$ cat src/rtl/led_pwm_fader_if.sv
// led_pwm_fader_if: pattern-in / LED-out bundle for the LED fader stage.
//   PATTERN        target on/off pattern, 1 = LED fully on
//   PATTERN_VALID  1-cycle strobe, PATTERN sampled while high
//   USER_LED       active-low LED pins (0 = lit), registered in the fader
//   BUSY           high while any LED level differs from its target
// master: pattern source side; slave: the fader itself.
interface led_pwm_fader_if #(
  parameter int unsigned NUM_LEDS = 8
);
  logic [NUM_LEDS-1:0] PATTERN;
  logic                PATTERN_VALID;
  logic [NUM_LEDS-1:0] USER_LED;
  logic                BUSY;

  modport master (
    output PATTERN,
    output PATTERN_VALID,
    input  USER_LED,
    input  BUSY
  );

  modport slave (
    input  PATTERN,
    input  PATTERN_VALID,
    output USER_LED,
    output BUSY
  );
endinterface

$ cat src/rtl/led_pwm_fader.sv
// led_pwm_fader: downstream LED stage. Each LED ramps its brightness level
// toward an on/off target in FADE_STEP increments once per fade tick, and the
// level is rendered as PWM against one shared free-running counter.
// Ports:
//   SYS_CLK   in   system clock, only clock domain
//   RESET_N   in   asynchronous active-low reset
//   led_bus   slave modport of led_pwm_fader_if
//             (PATTERN, PATTERN_VALID in; USER_LED, BUSY out)
// Optional feature: define LED_GAMMA_EN for an approximate square-law gamma
// on the duty cycle (adds one register stage, compare-to-pin latency 2).
module led_pwm_fader #(
  parameter int unsigned NUM_LEDS  = 8,
  parameter int unsigned PWM_BITS  = 8,
  parameter int unsigned STEP_DIV  = 50000,
  parameter int unsigned FADE_STEP = 4
) (
  input  logic            SYS_CLK,
  input  logic            RESET_N,
  led_pwm_fader_if.slave  led_bus
);
  localparam int unsigned LMAX  = (1 << PWM_BITS) - 1;
  localparam int unsigned PRE_W = (STEP_DIV > 1) ? $clog2(STEP_DIV) : 1;

  localparam logic [PRE_W-1:0]  PRE_LAST = PRE_W'(STEP_DIV - 1);
  localparam logic [PWM_BITS-1:0] PWM_LAST = PWM_BITS'(LMAX - 1);
  localparam logic [PWM_BITS:0]   STEP_X   = (PWM_BITS + 1)'(FADE_STEP);

  logic [PRE_W-1:0]    prescaler;
  logic                fade_tick;
  logic [PWM_BITS-1:0] pwm_cnt;
  logic [PWM_BITS-1:0] target     [NUM_LEDS];
  logic [PWM_BITS-1:0] level      [NUM_LEDS];
  logic [PWM_BITS-1:0] level_next [NUM_LEDS];
  logic [PWM_BITS-1:0] duty       [NUM_LEDS];
  logic [NUM_LEDS-1:0] lit;
  logic [NUM_LEDS-1:0] differ;
  logic [PWM_BITS:0]   lvl_x, tgt_x, sum_x;

  assign fade_tick = (prescaler == PRE_LAST);

  always_ff @(posedge SYS_CLK or negedge RESET_N) begin
    if (!RESET_N) begin
      prescaler <= '0;
      pwm_cnt   <= '0;
    end else begin
      prescaler <= fade_tick ? '0 : prescaler + PRE_W'(1);
      pwm_cnt   <= (pwm_cnt == PWM_LAST) ? '0 : pwm_cnt + PWM_BITS'(1);
    end
  end

  // Saturating step toward target, computed one bit wider so level+step
  // and target+step cannot wrap.
  always_comb begin
    lvl_x = '0;
    tgt_x = '0;
    sum_x = '0;
    for (int unsigned i = 0; i < NUM_LEDS; i++) begin
      lvl_x = {1'b0, level[i]};
      tgt_x = {1'b0, target[i]};
      sum_x = lvl_x + STEP_X;
      level_next[i] = level[i];
      if (lvl_x < tgt_x) begin
        level_next[i] = (sum_x > tgt_x) ? target[i] : sum_x[PWM_BITS-1:0];
      end else if (lvl_x > tgt_x) begin
        level_next[i] = (lvl_x <= tgt_x + STEP_X) ? target[i]
                                                  : PWM_BITS'(lvl_x - STEP_X);
      end
    end
  end

  // level_next is built from the target register, so a tick coinciding with
  // a new pattern still steps toward the previous target.
  always_ff @(posedge SYS_CLK or negedge RESET_N) begin
    if (!RESET_N) begin
      for (int unsigned i = 0; i < NUM_LEDS; i++) begin
        target[i] <= '0;
        level[i]  <= '0;
      end
    end else begin
      for (int unsigned i = 0; i < NUM_LEDS; i++) begin
        if (led_bus.PATTERN_VALID) target[i] <= led_bus.PATTERN[i] ? '1 : '0;
        if (fade_tick)             level[i]  <= level_next[i];
      end
    end
  end

`ifdef LED_GAMMA_EN
  logic [2*PWM_BITS-1:0] lvl_w, prod;

  always_comb begin
    lvl_w = '0;
    prod  = '0;
    for (int unsigned i = 0; i < NUM_LEDS; i++) begin
      lvl_w = (2*PWM_BITS)'(level[i]);
      prod  = lvl_w * (lvl_w + (2*PWM_BITS)'(1));
    end
  end

  // level*(level+1) >> PWM_BITS keeps both endpoints exact (0 and LMAX).
  always_ff @(posedge SYS_CLK or negedge RESET_N) begin
    if (!RESET_N) begin
      for (int unsigned i = 0; i < NUM_LEDS; i++) duty[i] <= '0;
    end else begin
      for (int unsigned i = 0; i < NUM_LEDS; i++) begin
        duty[i] <= PWM_BITS'(((2*PWM_BITS)'(level[i]) *
                              ((2*PWM_BITS)'(level[i]) + (2*PWM_BITS)'(1))) >> PWM_BITS);
      end
    end
  end
`else
  always_comb begin
    for (int unsigned i = 0; i < NUM_LEDS; i++) duty[i] = level[i];
  end
`endif

  always_comb begin
    lit    = '0;
    differ = '0;
    for (int unsigned i = 0; i < NUM_LEDS; i++) begin
      lit[i]    = (duty[i] > pwm_cnt);
      differ[i] = (level[i] != target[i]);
    end
  end

  always_ff @(posedge SYS_CLK or negedge RESET_N) begin
    if (!RESET_N) led_bus.USER_LED <= '1;
    else          led_bus.USER_LED <= ~lit;
  end

  assign led_bus.BUSY = |differ;
endmodule

$ cat src/flat_wrapper.sv
// flat-port wrapper written by rule: the top's interface ports become plain ports
module led_pwm_fader_flat 
#(
  parameter int unsigned NUM_LEDS  = 8,
  parameter int unsigned PWM_BITS  = 8,
  parameter int unsigned STEP_DIV  = 50000,
  parameter int unsigned FADE_STEP = 4
)
  (SYS_CLK, RESET_N, led_bus_PATTERN, led_bus_PATTERN_VALID, led_bus_USER_LED, led_bus_BUSY);
  led_pwm_fader_if #(.NUM_LEDS(NUM_LEDS)) led_bus_i ();
  input  logic SYS_CLK;
  input  logic RESET_N;
  input wire logic [$bits(led_bus_i.PATTERN)-1:0] led_bus_PATTERN;
  input wire logic [$bits(led_bus_i.PATTERN_VALID)-1:0] led_bus_PATTERN_VALID;
  output wire logic [$bits(led_bus_i.USER_LED)-1:0] led_bus_USER_LED;
  output wire logic [$bits(led_bus_i.BUSY)-1:0] led_bus_BUSY;
  assign led_bus_i.PATTERN = led_bus_PATTERN;
  assign led_bus_i.PATTERN_VALID = led_bus_PATTERN_VALID;
  assign led_bus_USER_LED = led_bus_i.USER_LED;
  assign led_bus_BUSY = led_bus_i.BUSY;
  led_pwm_fader #(.NUM_LEDS(NUM_LEDS), .PWM_BITS(PWM_BITS), .STEP_DIV(STEP_DIV), .FADE_STEP(FADE_STEP)) u_core (.SYS_CLK(SYS_CLK), .RESET_N(RESET_N), .led_bus(led_bus_i));
endmodule
$ cat config.mk
export PLATFORM = sky130hd
export DESIGN_NAME = led_pwm_fader_flat
export DESIGN_NICKNAME = d
export VERILOG_FILES = /design/src/rtl/led_pwm_fader_if.sv /design/src/rtl/led_pwm_fader.sv /design/src/flat_wrapper.sv
export SDC_FILE = /design/constraint.sdc
export NUM_CORES = 1
export LEC_CHECK = 0
export CAP_MARGIN = 0
export CORE_MARGIN = 1
export CORE_UTILIZATION = 45
export CTS_CLUSTER_SIZE = 28
export DETAILED_ROUTE_END_ITERATION = 8
export PLACE_DENSITY = 0.62
export SLEW_MARGIN = 20
export SYNTH_ARGS = -nofsm -noshare
export SYNTH_HDL_FRONTEND = slang
export SYNTH_SLANG_ARGS = --single-unit
$ cat constraint.sdc
create_clock -name SYS_CLK -period 3.5 [get_ports SYS_CLK]
set_input_delay 0.7 -clock SYS_CLK [delete_from_list [all_inputs] [get_ports SYS_CLK]]
set_output_delay 0.7 -clock SYS_CLK [all_outputs]
set_load 0.05 [all_outputs]
==> summary.md, run 1 <==
| Metric | Value |
|---|---|
| Least-Margin Pin Slew | `between 0.9 and 1 ns` |
| DP Area | `0.0115 mm2` |
| Top_reg_cell synth | `dfrtp_1` |
| TritonRoute pass-1 iters | `5` |
| Top cells by count, synth | `ha_1, nor2_1, dfrtp_1, nand2_1, o21ai_0` |
| Most common cell in the synthesized netlist | `ha_1` |
| Clk buf depth | `2` |
| Final setup violation count | `0` |
| Peak Freq | `just over 0.3 GHz` |
| Die extent in x | `between 150 and 200 um` |
| Max Cap Viol | `0` |
| Hold Crit Class | `input port to async pin` |
| Register area share after synthesis | `between 20% and 30%` |
| Crit. End Element | `primary output` |
| IR drop worst, VDD | `between 0.1 and 0.15 mV` |
| Crit Path Class | `register to primary output` |
| Synth Register Bits | `96` |
| Routability Congestion | `0.871` |
| CTS root buf | `clkbuf_16` |
| Clock tree sinks | `96` |
| Pins over their slew limit | `0` |
| Period utilisation layout | `between 90% and 100%` |
| Max transition margin | `36.0%` |
| Critical-path maximum fanout | `9` |
| EDFF count, synth | `0` |
| DRT iter0 DRCs | `~490` |
| I/O Buffers | `19` |
| DR WL met2 | `12600 um` |
| Inserted Diodes | `0` |
| Met3 routed WL | `about 1000 um` |
| Clk pin slew, worst setup/hold paths | `approximately 0.07 ns` |
| Post-route minimum period | `between 3 and 4 ns` |
| I/O pins | `20` |
| Full die area | `about 0.024 mm2` |
| Detailed Place HPWL | `around 20000 um` |
| Row count | `56` |
| Highest routed layer | `met4` |
| Met1 wire length | `12900 um` |
| Final TNS setup | `0 ns` |
| FFs w/ async S/R, synth | `100%` |
| Final ANT Viol Nets | `0` |
| Post-Syn Nets | `between 1000 and 1500` |
| Critical path startpoint | `u_core.target[22]$_DFFE_PN0P_` |
| RSZ-0062 raised after global routing | `no` |
| Crit path DAT | `around 2.6 ns` |
| Post-Syn Instances | `~1300` |
| Yosys top cell by area | `ha_1` |
| Hold-fix buffers, CTS | `0` |
| Area growth syn-to-layout | `11.0%` |
| Leakage power | `about 5.6 nW` |
| Final wirelength | `around 27000 um` |
| Mean routed wirelength per cell | `around 17 um` |
| Share of the synthesized area in the top cell type | `between 20% and 30%` |
| CTS tree | `done` |
| Fill cells | `2290` |
| Mapped Area | `approximately 0.011 mm2` |
| Hold WS | `about 0.37 ns` |
| First-pass GRT wire length | `between 40000 and 50000 um` |
| Vias per cell | `5.80` |
| Fin. Hold Viols | `0` |
| P per Cell Area | `approximately 220 mW/mm2` |
| Initial core utilization | `45.8%` |
| Vias | `about 9500` |
| Initial antenna violation count | `0` |
| Die Height | `between 150 and 200 um` |
| Mean Syn Cell Area | `8.44 um2` |
| Cell area after layout | `roughly 0.012 mm2` |
| CP required | `around 2.8 ns` |
| Remaining routing DRC violations | `0` |
| Fin util | `between 50% and 60%` |
| Depth of the CTS H-tree | `3` |
| Number of global-route vias before repair | `between 8000 and 9000` |
| CP Launch Type | `register` |
| Pin count of the biggest net entering global routing | `48` |
| Core area | `roughly 0.023 mm2` |
| R2r startpoint | `u_core.duty[34]$_DFFE_PN0P_` |
| Remaining Overflow, GRT | `0` |
| Worst Skew | `between 0.009 and 0.01 ns` |
| Synth top area cells | `ha_1, dfrtp_1, o21ai_0, a21oi_1, nand3_1` |
| Synth warn | `0` |
| Status | `finished, final reports clean` |
| Unique cell type count in the Yosys netlist | `76` |
| Share of cells above drive strength 1 | `between 8 and 9%` |
| Worst-Skew Late Latency | `roughly 0.36 ns` |
| TritonCTS Buffers | `9` |
| Total GRT Usage | `about a quarter` |
| Final nets | `roughly 1500` |
-- stage by stage --
stage / setup slack (ns) / total power [mW] / cells
CTS: 0.0214 / 2.64 / 1637
finish: 0.188 / 2.62 / 1646
floorplan: 0.338 / 1.45 / 1269
detailed placement: 0.297 / 1.59 / 1618
global placement: 0.350 / 1.58 / 1618
global route: 0.00693 / 2.76 / 1646
-- registers in the layout, summed over array words and instances (netlist names) --
register and cells:
u_core.duty 56, u_core.led_bus.USER_LED 8, u_core.prescaler 16, u_core.pwm_cnt 8, u_core.target 8
-- report_power, final --
| group | leakage [nW] | internal (mW) | switching [mW] |
|---|---|---|---|
| Combinational | 4.20 | 0.181 | 0.277 |
| Clock | 0.146 | 0.575 | 0.450 |
| Sequential | 1.27 | 1.12 | 0.0170 |
| Total | 5.61 | 1.87 | 0.744 |
-- cell type report --
cell class / instances / area (um2) / share of cell area [%]
tap: 319 / 399 / 3.36
multi-input combinational: 1076 / 7930 / 66.7
sequential: 96 / 2420 / 20.3
timing repair buffer: 72 / 583 / 4.90
inverter: 67 / 267 / 2.24
clock buffer: 11 / 243 / 2.04
clock inverter: 5 / 56.3 / 0.474
-- what timing repair did --
| action | CTS | global route |
|---|---|---|
| hold endpoints to repair | 0 | 0 |
| pin swaps | 0 | 1 |
| resized for setup | 2 | 6 |
| gates cloned | 0 | 0 |
| buffers inserted | 3 | 9 |
| endpoints found under the setup margin | 1 | 1 |
-- path summary, 6_finish.rpt --
kind	end	slack [ns]	depth (start not counted)
setup / recovery	led_bus_BUSY	0.19	8
hold / removal	u_core.duty[54]$_DFFE_PN0P_	0.37	1
setup reg to reg	u_core.duty[35]$_DFFE_PN0P_	0.36	11
hold reg to reg	u_core.prescaler[0]$_DFF_PN0_	0.46	1
max in group asynchronous	u_core.led_bus.USER_LED[6]$_DFF_PN1_	2.25	2
min in group SYS_CLK	u_core.prescaler[0]$_DFF_PN0_	0.46	1
-- placed cells by master (no fill, tap or decap), types with 21 or more instances in the layout --
cell	Yosys	routed
nand3_1	74	74
dfrtp_1	88	85
nor3_1	31	31
nand2b_1	21	21
xnor2_1	42	42
a21o_1	31	31
inv_1	67	63
ha_1	211	211
o21ai_0	84	84
and3_1	21	21
buf_4	0	55
a21oi_1	80	80
nand2_1	87	87
xor2_1	21	21
nor2b_1	30	30
nor2_1	89	89
-- layer usage --
layer,track usage [%],vias to the layer above
met2,37.9,205
met1,32.3,4498
met4,8.17,0
li1,-,4805
met3,2.10,36
met5,0,-
-- critical path, cell delays in order (launching register included) --
cell        delay [ns]
dfrtp_2           0.47
clkinvlp_4        0.22
buf_4             0.19
buf_4             0.13
ha_1              0.28
nand4_1           0.21
nor4b_2           0.38
nand4b_1          0.16
buf_4             0.22
-- cell families (layout without fill, tap and decap cells) --
family | count (synthesis) | after routing | synth area share (%)
xor+xnor | 63 | 63 | 5.15
flops | 96 | 96 | 22.5
simple gates | 439 | 439 | 21.3
mux | 14 | 14 | 1.33
compound gates | 349 | 349 | 21.4
buf+inv | 97 | 155 | 3.67
fa+ha+maj | 211 | 211 | 24.6
Note: power is estimated with default switching activity, not from simulation.
==> inputs of run 2 (changes only) <==
==> constraint.sdc (replaced) <==
create_clock -name SYS_CLK -period 3.6 [get_ports SYS_CLK]
set_input_delay 0.72 -clock SYS_CLK [delete_from_list [all_inputs] [get_ports SYS_CLK]]
set_output_delay 0.72 -clock SYS_CLK [all_outputs]
set_load 0.05 [all_outputs]
==> summary.md, run 2 (synthesized netlist as in run 1, its figures left out) <==
| Metric | Value |
|---|---|
| Most frequent cells in the layout | `ha_1, nor2_1, dfrtp_1, nand2_1, o21ai_0` |
| Logic pwr share | `17.3% (-0.2 points)` |
| Internal power | `1.85 mW (-1.3%)` |
| Fill cells | `2226 (-2.8%)` |
| Max transition margin | `38.4% (+2.4 points)` |
| Status | `finished, final reports clean` |
| Fin. Hold Viols | `0 (unchanged)` |
| Depth of the CTS H-tree | `3 (unchanged)` |
| Initial core utilization | `45.8% (unchanged)` |
| Largest registers | `u_core.duty x56, u_core.prescaler x16` |
| Max Cap Viol | `0 (unchanged)` |
| CTS tree | `done` |
| CP required | `2.88 ns (+0.08 ns)` |
| Cell area after layout | `0.0119 mm2 (about the same)` |
| Die Height | `156 um (unchanged)` |
| Period utilisation layout | `96.1%` |
| DP Area | `0.0114 mm2 (-0.39%)` |
| Mean routed wirelength per cell | `16.3 um (-1.1%)` |
| Filler-free cell count of the finished design | `1646 (unchanged)` |
| Place WS | `0.367 ns (+0.0700 ns)` |
| Pin count of the biggest net entering global routing | `57 (+19%)` |
| Post-route minimum period | `~3.5 ns` |
| Vias | `9403 (-1.5%)` |
| Inserted Diodes | `0 (unchanged)` |
| Final ANT Viol Nets | `0 (unchanged)` |
| Final WS setup | `0.141 ns (-0.0470 ns)` |
| Number of global-route vias before repair | `8900 (-0.25%)` |
| Leakage power | `5.62 nW (+0.17%)` |
| Crit Path Class | `register to primary output` |
| R2r startpoint | `u_core.target[14]$_DFFE_PN0P_` |
| Final nets | `1544 (unchanged)` |
| Multi-input logic area | `0.00792 mm2 (about the same)` |
| Switch share | `28.7% (+0.25 points)` |
| Routability Congestion | `0.852 (-2.2%)` |
| I/O Buffers | `19 (unchanged)` |
| Commonest non-fill, non-tap cell in the layout | `ha_1` |
| IR drop worst, VDD | `0.176 mV (+24%)` |
| Clock tree sinks | `96 (unchanged)` |
| P per Cell Area | `218 mW/mm2 (-1.0%)` |
| Final setup violation count | `0 (unchanged)` |
| Remaining routing DRC violations | `0 (unchanged)` |
| TritonRoute pass-1 iters | `5 (unchanged)` |
| Reg with most FFs | `u_core.duty` |
| Vias per cell | `5.71 (-1.5%)` |
| First-pass GRT wire length | `45200 um (-0.86%)` |
| Reg area | `0.00241 mm2 (-0.16%)` |
| Row count | `56 (unchanged)` |
| Remaining Overflow, GRT | `0 (unchanged)` |
| Detailed Place HPWL | `19600 um (-3.2%)` |
| Final wirelength | `26900 um (-1.1%)` |
| # placed instances | `1612 (-0.37%)` |
| Initial antenna violation count | `0 (unchanged)` |
| R2r worst-path depth | `9 (-2)` |
| Full die area | `0.0244 mm2 (unchanged)` |
| Worst R2R End | `u_core.duty[12]$_DFFE_PN0P_` |
| Sw Pwr | `743 uW (-0.10%)` |
| Area growth syn-to-layout | `11.0% (about the same)` |
| Seq pwr share | `42.5% (-0.9 points)` |
| Hold Crit Class | `input port to async pin` |
| Critical-path maximum fanout | `9 (unchanged)` |
| Share of cells above drive strength 1 | `8.36% (-0.23 points)` |
| TritonCTS Buffers | `9 (unchanged)` |
| CP Launch Type | `register` |
| Pins over their slew limit | `0 (unchanged)` |
| Worst Skew | `0.00959 ns (+0.000378 ns)` |
| Hold WS | `0.445 ns (+0.0711 ns)` |
| Peak Freq | `just under 0.3 GHz` |
| Crit path to | `led_bus_BUSY` |
| Worst-Skew Late Latency | `0.36 ns (about the same)` |
| Core area | `0.0234 mm2 (unchanged)` |
| Critical path startpoint | `u_core.target[22]$_DFFE_PN0P_` |
| Crit path DAT | `2.74 ns (+0.13 ns)` |
| Largest register FFs | `56 (unchanged)` |
| Clk pin slew, worst setup/hold paths | `0.07 ns (about the same)` |
| Reg2Reg Setup Slack | `0.60 ns (+0.24 ns)` |
| CTS root buf | `clkbuf_16` |
| I/O pins | `20 (unchanged)` |
| Least-Margin Pin Slew | `0.921 ns (-0.0360 ns)` |
| DRT iter0 DRCs | `537 (+9.1%)` |
| Total GRT Usage | `22.9% (-0.41 points)` |
| Die extent in x | `156 um (unchanged)` |
| Crit. End Element | `primary output` |
| Clock Power Share | `40.2% (+1.0 points)` |
| Hold-fix buffers, CTS | `0 (unchanged)` |
| Clk buf depth | `2 (unchanged)` |
## run 2: changes by cell type in the layout (fill, tap and decap cells not counted), moves of 2 or more
cell      previous run  this run
clkinv_2             2         0
clkinv_4             0         4
dfrtp_1             85        88
dfrtp_2              3         0
## run 2: final cells by class
type | instances | area share (%)
sequential | 96 | 20.3
tap | 319 | 3.35
inverter | 67 | 2.24
timing repair buffer | 72 | 4.90
clock inverter | 5 | 0.547
multi-input combinational | 1076 | 66.6
clock buffer | 11 | 2.12
## run 2: what timing repair did
action,4_1_cts,5_1_grt
endpoints found under the setup margin,1,1
gates resized for setup,1,3
pin swaps,1,2
hold endpoints to repair,0,0
buffers inserted,4,14
## run 2: worst min path at each step
stage	start	end	slack [ns]	cells past startpoint
after floorplan	RESET_N	u_core.duty[0]$_DFFE_PN0P_	0.42	0
after global placement	u_core.prescaler[0]$_DFF_PN0_	u_core.prescaler[0]$_DFF_PN0_	0.45	1
after detailed placement	u_core.prescaler[0]$_DFF_PN0_	u_core.prescaler[0]$_DFF_PN0_	0.45	1
after CTS	u_core.prescaler[0]$_DFF_PN0_	u_core.prescaler[0]$_DFF_PN0_	0.46	1
after global routing	u_core.prescaler[0]$_DFF_PN0_	u_core.prescaler[0]$_DFF_PN0_	0.48	1
final	RESET_N	u_core.duty[53]$_DFFE_PN0P_	0.45	1
## run 2: through the flow
stage               total power [mW]  util, %  setup TNS (ns)
floorplan                       1.41        -               0
global placement                1.54     48.8               0
detailed placement              1.55     48.8               0
CTS                             2.60     50.3               0
global route                    2.73     50.8        -0.00873
finish                          2.59     50.8               0
## run 2: worst max-delay path: stages (launching register included)
cell        delay, ns
dfrtp_1          0.53
clkinvlp_4       0.28
ha_1             0.38
nand2_1          0.06
nor2_1           0.13
nand4_1          0.11
buf_4            0.18
nor4b_1          0.35
nand4b_1         0.14
buf_4            0.21
## run 2: power groups by stage
stage	clock network, mW	logic (mW)	registers, mW
floorplan	0	0.292	1.12
global placement	0	0.417	1.12
detailed placement	0	0.426	1.12
CTS	1.07	0.433	1.10
global route	1.11	0.512	1.10
finish	1.04	0.450	1.10
## run 2: per-layer routing
layer	GRT usage (%)	up-vias	routed length, um
met1	32.0	4411	13300
met3	2.27	29	776
met4	5.23	0	368
li1	-	4810	-
met2	38.1	153	12400
met5	0	-	0
